## src/rtl/pdp11_mem_arbiter_if.sv

```systemverilog
// pdp11_mem_arbiter_if: fetch/data request, byte memory port and trace signals of the memory arbiter
interface pdp11_mem_arbiter_if #(
  parameter int ADDR_W = 16,
  parameter int WORD_W = 16,
  parameter int BYTE_W = 8
);
  logic              if_req;
  logic [ADDR_W-1:0] if_addr;
  logic              if_gnt;
  logic              if_done;
  logic              if_err;
  logic [WORD_W-1:0] if_rdata;
  logic              d_req;
  logic              d_we;
  logic              d_sz;
  logic [ADDR_W-1:0] d_addr;
  logic [WORD_W-1:0] d_wdata;
  logic              d_gnt;
  logic              d_done;
  logic              d_err;
  logic [WORD_W-1:0] d_rdata;
  logic              m_valid;
  logic              m_we;
  logic [ADDR_W-1:0] m_addr;
  logic [BYTE_W-1:0] m_wdata;
  logic              m_ready;
  logic [BYTE_W-1:0] m_rdata;
  logic              tr_valid;
  logic [1:0]        tr_type;
  logic [ADDR_W-1:0] tr_addr;
  modport slave (
    input  if_req, if_addr, d_req, d_we, d_sz, d_addr, d_wdata, m_ready, m_rdata,
    output if_gnt, if_done, if_err, if_rdata, d_gnt, d_done, d_err, d_rdata,
           m_valid, m_we, m_addr, m_wdata, tr_valid, tr_type, tr_addr
  );
  modport master (
    output if_req, if_addr, d_req, d_we, d_sz, d_addr, d_wdata, m_ready, m_rdata,
    input  if_gnt, if_done, if_err, if_rdata, d_gnt, d_done, d_err, d_rdata,
           m_valid, m_we, m_addr, m_wdata, tr_valid, tr_type, tr_addr
  );
endinterface

```

## src/rtl/pdp11_mem_arbiter.sv

```systemverilog
// pdp11_mem_arbiter: shares the byte-wide memory port between fetch and data, splitting words into two beats
module pdp11_mem_arbiter #(
  parameter int ADDR_W       = 16,
  parameter int WORD_W       = 16,
  parameter int BYTE_W       = 8,
  parameter int STARVE_LIMIT = 4,
  parameter int WAIT_TIMEOUT = 256
) (
  input logic clk,
  input logic reset,
  pdp11_mem_arbiter_if.slave bus
);
  typedef enum logic [1:0] {IDLE, BEAT_LO, BEAT_HI, DONE} state_t;
  localparam int SW = $clog2(STARVE_LIMIT + 1);
  localparam int WW = $clog2(WAIT_TIMEOUT + 1);
  localparam logic [SW-1:0] STARVE_MAX = SW'(STARVE_LIMIT);
  localparam logic [WW-1:0] WAIT_LAST = WW'(WAIT_TIMEOUT - 1);
  state_t st;
  logic [SW-1:0] starve_cnt;
  logic [WW-1:0] wait_cnt;
  logic sel_f, a_we, a_byte, a_err;
  logic [ADDR_W-1:0] a_addr;
  logic [WORD_W-1:0] a_wdata;
  logic [BYTE_W-1:0] lo_byte;
  logic pick_f, pick_d, granted, timeout, fin, fin_err, beat_ok;
  logic [ADDR_W-1:0] req_addr;
  logic [WORD_W-1:0] rd_word;
  always_comb begin
    pick_f   = bus.if_req && (!bus.d_req || starve_cnt == STARVE_MAX);
    pick_d   = bus.d_req && !pick_f;
    req_addr = pick_f ? bus.if_addr : bus.d_addr;
    granted  = bus.if_gnt || bus.d_gnt;
    beat_ok  = bus.m_valid && bus.m_ready;
    timeout  = bus.m_valid && !bus.m_ready && wait_cnt == WAIT_LAST;
    // the grant cycle itself still counts as IDLE; the beat or the error finish follows it
    fin      = (st == IDLE && granted && a_err) || (beat_ok && (st == BEAT_HI || a_byte)) || timeout;
    fin_err  = !beat_ok;
    rd_word  = st == BEAT_LO ? {{(WORD_W-BYTE_W){1'b0}}, bus.m_rdata} : {bus.m_rdata, lo_byte};
  end
  always_ff @(posedge clk or posedge reset) begin
    if (reset) begin
      st <= IDLE;
      starve_cnt <= '0;
      wait_cnt <= '0;
      sel_f <= 1'b0;
      a_we <= 1'b0;
      a_byte <= 1'b0;
      a_err <= 1'b0;
      a_addr <= '0;
      a_wdata <= '0;
      lo_byte <= '0;
      bus.if_gnt <= 1'b0;
      bus.if_done <= 1'b0;
      bus.if_err <= 1'b0;
      bus.if_rdata <= '0;
      bus.d_gnt <= 1'b0;
      bus.d_done <= 1'b0;
      bus.d_err <= 1'b0;
      bus.d_rdata <= '0;
      bus.m_valid <= 1'b0;
      bus.m_we <= 1'b0;
      bus.m_addr <= '0;
      bus.m_wdata <= '0;
      bus.tr_valid <= 1'b0;
      bus.tr_type <= 2'd0;
      bus.tr_addr <= '0;
    end else begin
      bus.if_gnt <= 1'b0;
      bus.d_gnt <= 1'b0;
      bus.tr_valid <= 1'b0;
      bus.if_done <= fin && sel_f;
      bus.d_done <= fin && !sel_f;
      bus.if_err <= fin && fin_err && sel_f;
      bus.d_err <= fin && fin_err && !sel_f;
      case (st)
        IDLE: if (granted) begin
          wait_cnt <= '0;
          if (!a_err) begin
            st <= BEAT_LO;
            bus.m_valid <= 1'b1;
            bus.m_we <= a_we;
            bus.m_addr <= a_addr;
            bus.m_wdata <= a_wdata[BYTE_W-1:0];
          end
        end else if (pick_f || pick_d) begin
          bus.if_gnt <= pick_f;
          bus.d_gnt <= pick_d;
          bus.tr_valid <= 1'b1;
          bus.tr_type <= pick_f ? 2'd2 : {1'b0, bus.d_we};
          bus.tr_addr <= req_addr;
          sel_f <= pick_f;
          a_addr <= req_addr;
          a_we <= pick_d && bus.d_we;
          a_byte <= pick_d && bus.d_sz;
          a_wdata <= bus.d_wdata;
          a_err <= (pick_f || !bus.d_sz) && req_addr[0];
          starve_cnt <= (pick_d && bus.if_req) ? starve_cnt + 1'b1 : '0;
        end
        BEAT_LO, BEAT_HI: if (beat_ok && st == BEAT_LO && !a_byte) begin
          st <= BEAT_HI;
          wait_cnt <= '0;
          lo_byte <= bus.m_rdata;
          bus.m_addr <= {a_addr[ADDR_W-1:1], 1'b1};
          bus.m_wdata <= a_wdata[WORD_W-1:BYTE_W];
        end else if (!bus.m_ready && !timeout) begin
          wait_cnt <= wait_cnt + 1'b1;
        end
        DONE: st <= IDLE;
      endcase
      if (fin) begin
        st <= DONE;
        bus.m_valid <= 1'b0;
        if (beat_ok && !a_we && sel_f) bus.if_rdata <= rd_word;
        if (beat_ok && !a_we && !sel_f) bus.d_rdata <= rd_word;
      end
    end
  end
endmodule

```

## src/flat_wrapper.sv

```systemverilog
// flat-port wrapper written by rule: the top's interface ports become plain ports
module pdp11_mem_arbiter_flat 
#(
  parameter int ADDR_W       = 16,
  parameter int WORD_W       = 16,
  parameter int BYTE_W       = 8,
  parameter int STARVE_LIMIT = 4,
  parameter int WAIT_TIMEOUT = 256
)
  (clk, reset, bus_if_req, bus_if_addr, bus_d_req, bus_d_we, bus_d_sz, bus_d_addr, bus_d_wdata, bus_m_ready, bus_m_rdata, bus_if_gnt, bus_if_done, bus_if_err, bus_if_rdata, bus_d_gnt, bus_d_done, bus_d_err, bus_d_rdata, bus_m_valid, bus_m_we, bus_m_addr, bus_m_wdata, bus_tr_valid, bus_tr_type, bus_tr_addr);
  pdp11_mem_arbiter_if #(.ADDR_W(ADDR_W), .WORD_W(WORD_W), .BYTE_W(BYTE_W)) bus_i ();
  input logic clk;
  input logic reset;
  input wire logic [$bits(bus_i.if_req)-1:0] bus_if_req;
  input wire logic [$bits(bus_i.if_addr)-1:0] bus_if_addr;
  input wire logic [$bits(bus_i.d_req)-1:0] bus_d_req;
  input wire logic [$bits(bus_i.d_we)-1:0] bus_d_we;
  input wire logic [$bits(bus_i.d_sz)-1:0] bus_d_sz;
  input wire logic [$bits(bus_i.d_addr)-1:0] bus_d_addr;
  input wire logic [$bits(bus_i.d_wdata)-1:0] bus_d_wdata;
  input wire logic [$bits(bus_i.m_ready)-1:0] bus_m_ready;
  input wire logic [$bits(bus_i.m_rdata)-1:0] bus_m_rdata;
  output wire logic [$bits(bus_i.if_gnt)-1:0] bus_if_gnt;
  output wire logic [$bits(bus_i.if_done)-1:0] bus_if_done;
  output wire logic [$bits(bus_i.if_err)-1:0] bus_if_err;
  output wire logic [$bits(bus_i.if_rdata)-1:0] bus_if_rdata;
  output wire logic [$bits(bus_i.d_gnt)-1:0] bus_d_gnt;
  output wire logic [$bits(bus_i.d_done)-1:0] bus_d_done;
  output wire logic [$bits(bus_i.d_err)-1:0] bus_d_err;
  output wire logic [$bits(bus_i.d_rdata)-1:0] bus_d_rdata;
  output wire logic [$bits(bus_i.m_valid)-1:0] bus_m_valid;
  output wire logic [$bits(bus_i.m_we)-1:0] bus_m_we;
  output wire logic [$bits(bus_i.m_addr)-1:0] bus_m_addr;
  output wire logic [$bits(bus_i.m_wdata)-1:0] bus_m_wdata;
  output wire logic [$bits(bus_i.tr_valid)-1:0] bus_tr_valid;
  output wire logic [$bits(bus_i.tr_type)-1:0] bus_tr_type;
  output wire logic [$bits(bus_i.tr_addr)-1:0] bus_tr_addr;
  assign bus_i.if_req = bus_if_req;
  assign bus_i.if_addr = bus_if_addr;
  assign bus_i.d_req = bus_d_req;
  assign bus_i.d_we = bus_d_we;
  assign bus_i.d_sz = bus_d_sz;
  assign bus_i.d_addr = bus_d_addr;
  assign bus_i.d_wdata = bus_d_wdata;
  assign bus_i.m_ready = bus_m_ready;
  assign bus_i.m_rdata = bus_m_rdata;
  assign bus_if_gnt = bus_i.if_gnt;
  assign bus_if_done = bus_i.if_done;
  assign bus_if_err = bus_i.if_err;
  assign bus_if_rdata = bus_i.if_rdata;
  assign bus_d_gnt = bus_i.d_gnt;
  assign bus_d_done = bus_i.d_done;
  assign bus_d_err = bus_i.d_err;
  assign bus_d_rdata = bus_i.d_rdata;
  assign bus_m_valid = bus_i.m_valid;
  assign bus_m_we = bus_i.m_we;
  assign bus_m_addr = bus_i.m_addr;
  assign bus_m_wdata = bus_i.m_wdata;
  assign bus_tr_valid = bus_i.tr_valid;
  assign bus_tr_type = bus_i.tr_type;
  assign bus_tr_addr = bus_i.tr_addr;
  pdp11_mem_arbiter #(.ADDR_W(ADDR_W), .WORD_W(WORD_W), .BYTE_W(BYTE_W), .STARVE_LIMIT(STARVE_LIMIT), .WAIT_TIMEOUT(WAIT_TIMEOUT)) u_core (.clk(clk), .reset(reset), .bus(bus_i));
endmodule
```

## config.mk

```make
export PLATFORM = sky130hd
export DESIGN_NAME = pdp11_mem_arbiter_flat
export DESIGN_NICKNAME = d
export VERILOG_FILES = /design/src/rtl/pdp11_mem_arbiter_if.sv /design/src/rtl/pdp11_mem_arbiter.sv /design/src/flat_wrapper.sv
export SDC_FILE = /design/constraint.sdc
export NUM_CORES = 1
export LEC_CHECK = 0
export ABC_AREA = 1
export ABC_CLOCK_PERIOD_IN_PS = 11800
export CORE_UTILIZATION = 65
export DETAILED_ROUTE_END_ITERATION = 7
export DONT_BUFFER_PORTS = 1
export PLACE_DENSITY = 0.81
export SETUP_SLACK_MARGIN = 0.3
export SYNTH_ARGS = -nofsm -noshare
export SYNTH_HDL_FRONTEND = slang
export SYNTH_SLANG_ARGS = --single-unit
```

## constraint.sdc

```tcl
create_clock -name clk -period 11.8 [get_ports clk]
set_input_delay 1.77 -clock clk [delete_from_list [all_inputs] [get_ports clk]]
set_output_delay 1.77 -clock clk [all_outputs]
set_load 0.05 [all_outputs]
```

== After elaboration in Yosys (flattened, before gate mapping) ==
Cells that the tools add are included.

* $add $sub $neg: 2
* Eq/ne operators: 13
* Multiplexer cells: 34
* Bitwise gates (word level): 2
* Reductions and logical operators: 53

{| class="wikitable"
|+ Operators with widths
! cell !! count
|-
| 2-to-1 mux 16 bit || 5
|-
| case mux 16 bit (2 select lines) || 1
|-
| 2-to-1 mux 9 bit || 3
|-
| 2-to-1 mux 8 bit || 3
|-
| logical AND 1 bit || 23
|-
| case mux 9 bit (2 select lines) || 1
|-
| case mux 8 bit (2 select lines) || 1
|-
| AND reduction 3 bit || 5
|-
| 2-to-1 mux 1 bit || 13
|-
| 2-to-1 mux 2 bit || 5
|-
| adder 9 x 1 -> 9 bit, second input constant || 1
|-
| == test 9 x 8 -> 1 bit, second input constant || 1
|-
| zero test 1 bit || 9
|-
| inequality test 3 x 1 -> 1 bit, second input constant || 3
|-
| logical OR 1 bit || 7
|-
| case mux 2 bit (3 select lines) || 1
|-
| AND reduction 2 bit || 3
|-
| nonzero test 2 bit || 3
|-
| == test 2 bit, second input constant || 2
|-
| inequality test 2 x 1 -> 1 bit, second input constant || 2
|-
| inequality test 2 bit, second input constant || 2
|-
| AND reduction 4 bit || 1
|-
| adder 3 x 1 -> 3 bit, second input constant || 1
|-
| == test 3 bit, second input constant || 1
|-
| 6 further kinds || 7
|}

* Flip-flop bits (word level): 125
* Bits of input ports: 63
* Word-level logic and storage cells: 128

== Logic depth before layout (Yosys ltp) ==
* Word-level depth: 9
* Gate-level depth with buffers: 13

== Least setup slack after synthesis ==
OpenSTA, ideal clock, no wires.

* Kind: in2reg
* From: input bus_m_ready
* To: register u_core.bus.m_addr[10] in the netlist's numbering
* Library setup time: 0.119 ns
* Data arrival time: 2.503 ns
* Data required time: 11.681 ns
* Slack: 9.178 ns
* Cell stages on the path: 8
* Buffers on the path: 1
* Path through: nand2_2 > nor2_4 > nor2_4 > nor2_4 > nand2_2 > buf_6 > nand2_1 > nand2_1

* Word-level cells in the longest chain between the ends: 5

{| class="wikitable"
|+ Ends and longest elaborated chain
! item !! line !! source
|-
| start, declared || flat_wrapper.sv:21 || <nowiki>input wire logic [$bits(bus_i.m_ready)-1:0] bus_m_ready;</nowiki>
|-
| logical AND 1 bit || pdp11_mem_arbiter.sv:33 || <nowiki>beat_ok = bus.m_valid && bus.m_ready;</nowiki>
|-
| logical AND 1 bit (2 in series) || pdp11_mem_arbiter.sv:99 || <nowiki>BEAT_LO, BEAT_HI: if (beat_ok && st == BEAT_LO && !a_byte) begin</nowiki>
|-
| inequality test 2 x 1 -> 1 bit (no source line) || -- ||
|-
| AND reduction 4 bit (no source line) || -- ||
|-
| end signal, assigned || pdp11_mem_arbiter.sv:82 || <nowiki>bus.m_addr <= a_addr;</nowiki>
|-
| end signal, assigned || pdp11_mem_arbiter.sv:103 || <nowiki>bus.m_addr <= {a_addr[ADDR_W-1:1], 1'b1};</nowiki>
|-
| end, declared || pdp11_mem_arbiter_if.sv:34 || <nowiki>m_valid, m_we, m_addr, m_wdata, tr_valid, tr_type, tr_addr</nowiki>
|}

No other way between the ends.
A chain may end at the register's enable or synchronous reset.

== Worst setup path in the final report ==
* From: input bus_if_req
* To: register u_core.a_addr[6]

* Word-level cells in the longest chain between the ends: 5

{| class="wikitable"
|+ Ends and longest elaborated chain
! item !! line !! source
|-
| start, declared || flat_wrapper.sv:14 || <nowiki>input wire logic [$bits(bus_i.if_req)-1:0] bus_if_req;</nowiki>
|-
| logical AND 1 bit (*) || pdp11_mem_arbiter.sv:29 || <nowiki>pick_f = bus.if_req && (!bus.d_req || starve_cnt == STARVE_MAX);</nowiki>
|-
| zero test 1 bit || pdp11_mem_arbiter.sv:30 || <nowiki>pick_d = bus.d_req && !pick_f;</nowiki>
|-
| logical AND 1 bit || pdp11_mem_arbiter.sv:30 ||
|-
| logical OR 1 bit || pdp11_mem_arbiter.sv:85 || <nowiki>end else if (pick_f || pick_d) begin</nowiki>
|-
| AND reduction 3 bit (no source line) || -- ||
|-
| end signal, assigned || pdp11_mem_arbiter.sv:92 || <nowiki>a_addr <= req_addr;</nowiki>
|-
| end, declared || pdp11_mem_arbiter.sv:22 || <nowiki>logic [ADDR_W-1:0] a_addr;</nowiki>
|}

Every way passes the cells marked *; elsewhere a longest branch is shown, timed or not.

==> results by group <==
Logic synthesis
  – Commonest register cell after synthesis: dfrtp_1
  – Number of synthesized register bits: roughly 120
  – Share of synthesized registers carrying an async set or reset: 1.00
  – Most common cell in the netlist: nand2_1
  – Synth Warn #: 0
  – Net Count, Synth: 713
  – Register area share after synthesis: 0.570
  – Top cells by area, synth: dfrtp_1 57%, nand2_1 19%, o21ai_1 5.5%, inv_1 2.8%, o21ai_0 2.7%
  – Synth cell count leaders: 275 x nand2_1, 124 x dfrtp_1, 60 x o21ai_1
  – Yosys top cell by area: dfrtp_1
  – Cell variety after synth: 28
  – Share of the synthesized area in the top cell type: 0.570
  – Cell Area, Synth: ~5400 sq um
  – Number of enable flip-flop cells after synthesis: 0
  – Cell count after synthesis: approximately 640
  – Syn Area/Cell: 8.50 sq um

Global routing
  – Most Crowded Layer GR: met2
  – Largest net degree at the start of global routing: 74
  – Vias in the first global route: roughly 4200
  – Initial antenna violation count: 0
  – GRT Overall Usage: 0.304
  – Global-route wire length before repair: between 20000 and 25000 microns
  – Grt met1 use: 0.383
  – Met2 usage: 0.501
  – Grt met3 use: 0.103
  – Gr ovfl total: 0

Routing
  – Antenna Nets Post-Route: 0
  – Final wirelength: 12200 microns
  – Via density: roughly 5.6
  – Drt first-iter violations: 203
  – Total number of vias: 4218
  – First-pass iteration count of the detailed router: 5
  – DRC viols: 0
  – Routed wire per std cell: around 16 microns

Worst setup path
  – CP Data Required Time: 12.20 ns
  – Startpoint types: input port
  – Setup CP Type: in -> reg
  – Critical path arrival: between 3 and 4 ns
  – CP Max Fanout: 43
  – CP endpoint kind: flop

Timing
  – Setup TNS Final: 0 ns
  – Fmax: between 0.3 and 0.4 GHz
  – Worst Tran Pin Value: 1.04 ns
  – Final setup viols: 0
  – Slew HR: 0.302
  – Slew Limit Fails: 0
  – RSZ-0062 raised after global routing: no
  – Period utilisation layout: 0.264
  – Clock Skew: 0.0207 ns
  – Final hold violations: 0
  – Fin crit period: a little over 3 ns

Floorplanning
  – Row count: 33
  – Die area: 8750 sq um
  – Die height: between 90 and 100 microns
  – I/O pin count: 146
  – Die width: slightly above 90 microns
  – Starting Density: 0.666
  – CORE AREA: 8180 sq um

Power and ir drop
  – Pint: ~1000 uW
  – Power density cells: around 360 nW/um^2
  – Clock power frac: 0.228
  – Static Leak: slightly above 0.003 uW
  – Switch share: 0.510
  – Sequential Power Share: 0.505
  – NetSw: between 1000 and 1500 uW
  – Comb power frac: 0.267
  – Peak supply drop: 0.000210 V

CTS
  – Clk slew on worst S/H paths: ~0.06 ns
  – Clk sink count: roughly 120
  – # Post-CTS Setup Buffers: 0
  – Post-CTS Resized: 0
  – Hold Buf Count CTS: 0
  – Clk_lat worst skew: 0.53 ns
  – Clock Tree Buf Depth: 2
  – H-tree levels: 4
  – TritonCTS buffer count: 17
  – CTS tree: done
  – CTS Root Cell: clkbuf_8

Placement
  – IO buf count: 0
  – HPWL reported at the end of detailed placement: roughly 8000 microns
  – RePlAce Congestion: about 0.87

Cells and area
  – Final core utilization: 0.734
  – Layout cells sized above 1: 0.0817
  – N_diodes: 0
  – Final nets: about 700
  – Syn-to-layout area delta: 10.1%

Flow run
  – Max-cap violation count: 0

Worst hold path
  – Worst hold path type: reg -> reg

Status
  – Status: finished clean
[cell usage in the layout, fill, tap and decap left out, drive strengths merged]
cell type and count:
a21oi 9, and2 1, buf 1, bufinv 1, clkbuf 20, clkinv 7, clkinvlp 1, dfrtp 124
ha 9, inv 46, nand2 283, nand3 14, nand4 3, nor2 34, nor3 3, o21ai 90
o21bai 2, xnor2 1
[through the flow]
step	area, sq um	total power [uW]	worst slack [ns]	std cells	hold slack [ns]
floorplan	5450	1530	6.73	641	0.442
global placement	5440	1610	8.32	722	0.454
detailed placement	5440	1650	8.24	722	0.459
CTS	6000	2140	8.74	754	0.475
global route	6000	2270	8.58	754	0.487
finish	6000	2140	8.68	754	0.473
[cell type report]
| type | instances | area, sq um |
|---|---|---|
| Clock buffer | 20 | 445 |
| Inverter | 43 | 164 |
| Multi-Input combinational cell | 449 | 2030 |
| Clock inverter | 12 | 114 |
| Sequential cell | 124 | 3100 |
| Timing Repair Buffer | 1 | 7.51 |
| Tap cell | 105 | 131 |
| Fill cell | 602 | 2180 |
[worst max-delay path: stages]
cell and delay, ns:
inv_1 0.07, a21oi_4 0.83, inv_2 0.54, nand2_1 0.20, o21ai_1 0.09
[power groups by stage]
stage          sequential, uW  combinational (uW)  clock, uW
6_report                 1080                 571        487
2_1_floorplan            1040                 488          0
3_3_place_gp             1080                 531          0
4_1_cts                  1080                 572        490
5_1_grt                  1100                 662        509
3_5_place_dp             1080                 564          0
[logic make-up (layout without fill, tap and decap cells)]
family / count (synthesis) / count (layout) / share of synthesized area
simple gates: 338 / 338 / 0.254
flops: 124 / 124 / 0.570
compound gates: 101 / 101 / 0.0972
buf+inv: 68 / 76 / 0.0574
fa+ha+maj: 9 / 9 / 0.0207
xor+xnor: 1 / 1 / 0.00161
[metal layers]
metal  vias to the layer above  routed length [microns]
met2                       195                     5870
met3                        16                     1140
met5                         -                        0
met4                         0                      138
met1                      1990                     5060
li1                       2017                        -
[final timing paths]
path | from | endpoint | slack [ns] | depth (start not counted)
max | bus_if_req | u_core.a_addr[6]$_DFFE_PP0P_ | 8.68 | 5
min in group asynchronous | reset | u_core.bus.m_addr[3]$_DFFE_PP0P_ | 1.29 | 1
min reg2reg | u_core.a_wdata[9]$_DFFE_PP0P_ | u_core.a_wdata[9]$_DFFE_PP0P_ | 0.47 | 2
min | u_core.a_wdata[9]$_DFFE_PP0P_ | u_core.a_wdata[9]$_DFFE_PP0P_ | 0.47 | 2
max reg2reg | u_core.bus.d_gnt$_DFF_PP0_ | u_core.a_addr[6]$_DFFE_PP0P_ | 9.03 | 6
max in group asynchronous | reset | u_core.bus.d_rdata[3]$_DFFE_PP0P_ | 9.32 | 2
[flip-flops by register name, indices dropped and copies added (netlist names), 8 cells and up]
register and count:
u_core.wait_cnt 9, u_core.bus.m_addr 16, u_core.bus.d_rdata 16, u_core.bus.if_rdata 16
u_core.a_addr 16, u_core.bus.m_wdata 8, u_core.a_wdata 16, u_core.lo_byte 8
No activity file was read; power rests on OpenSTA's default activity.
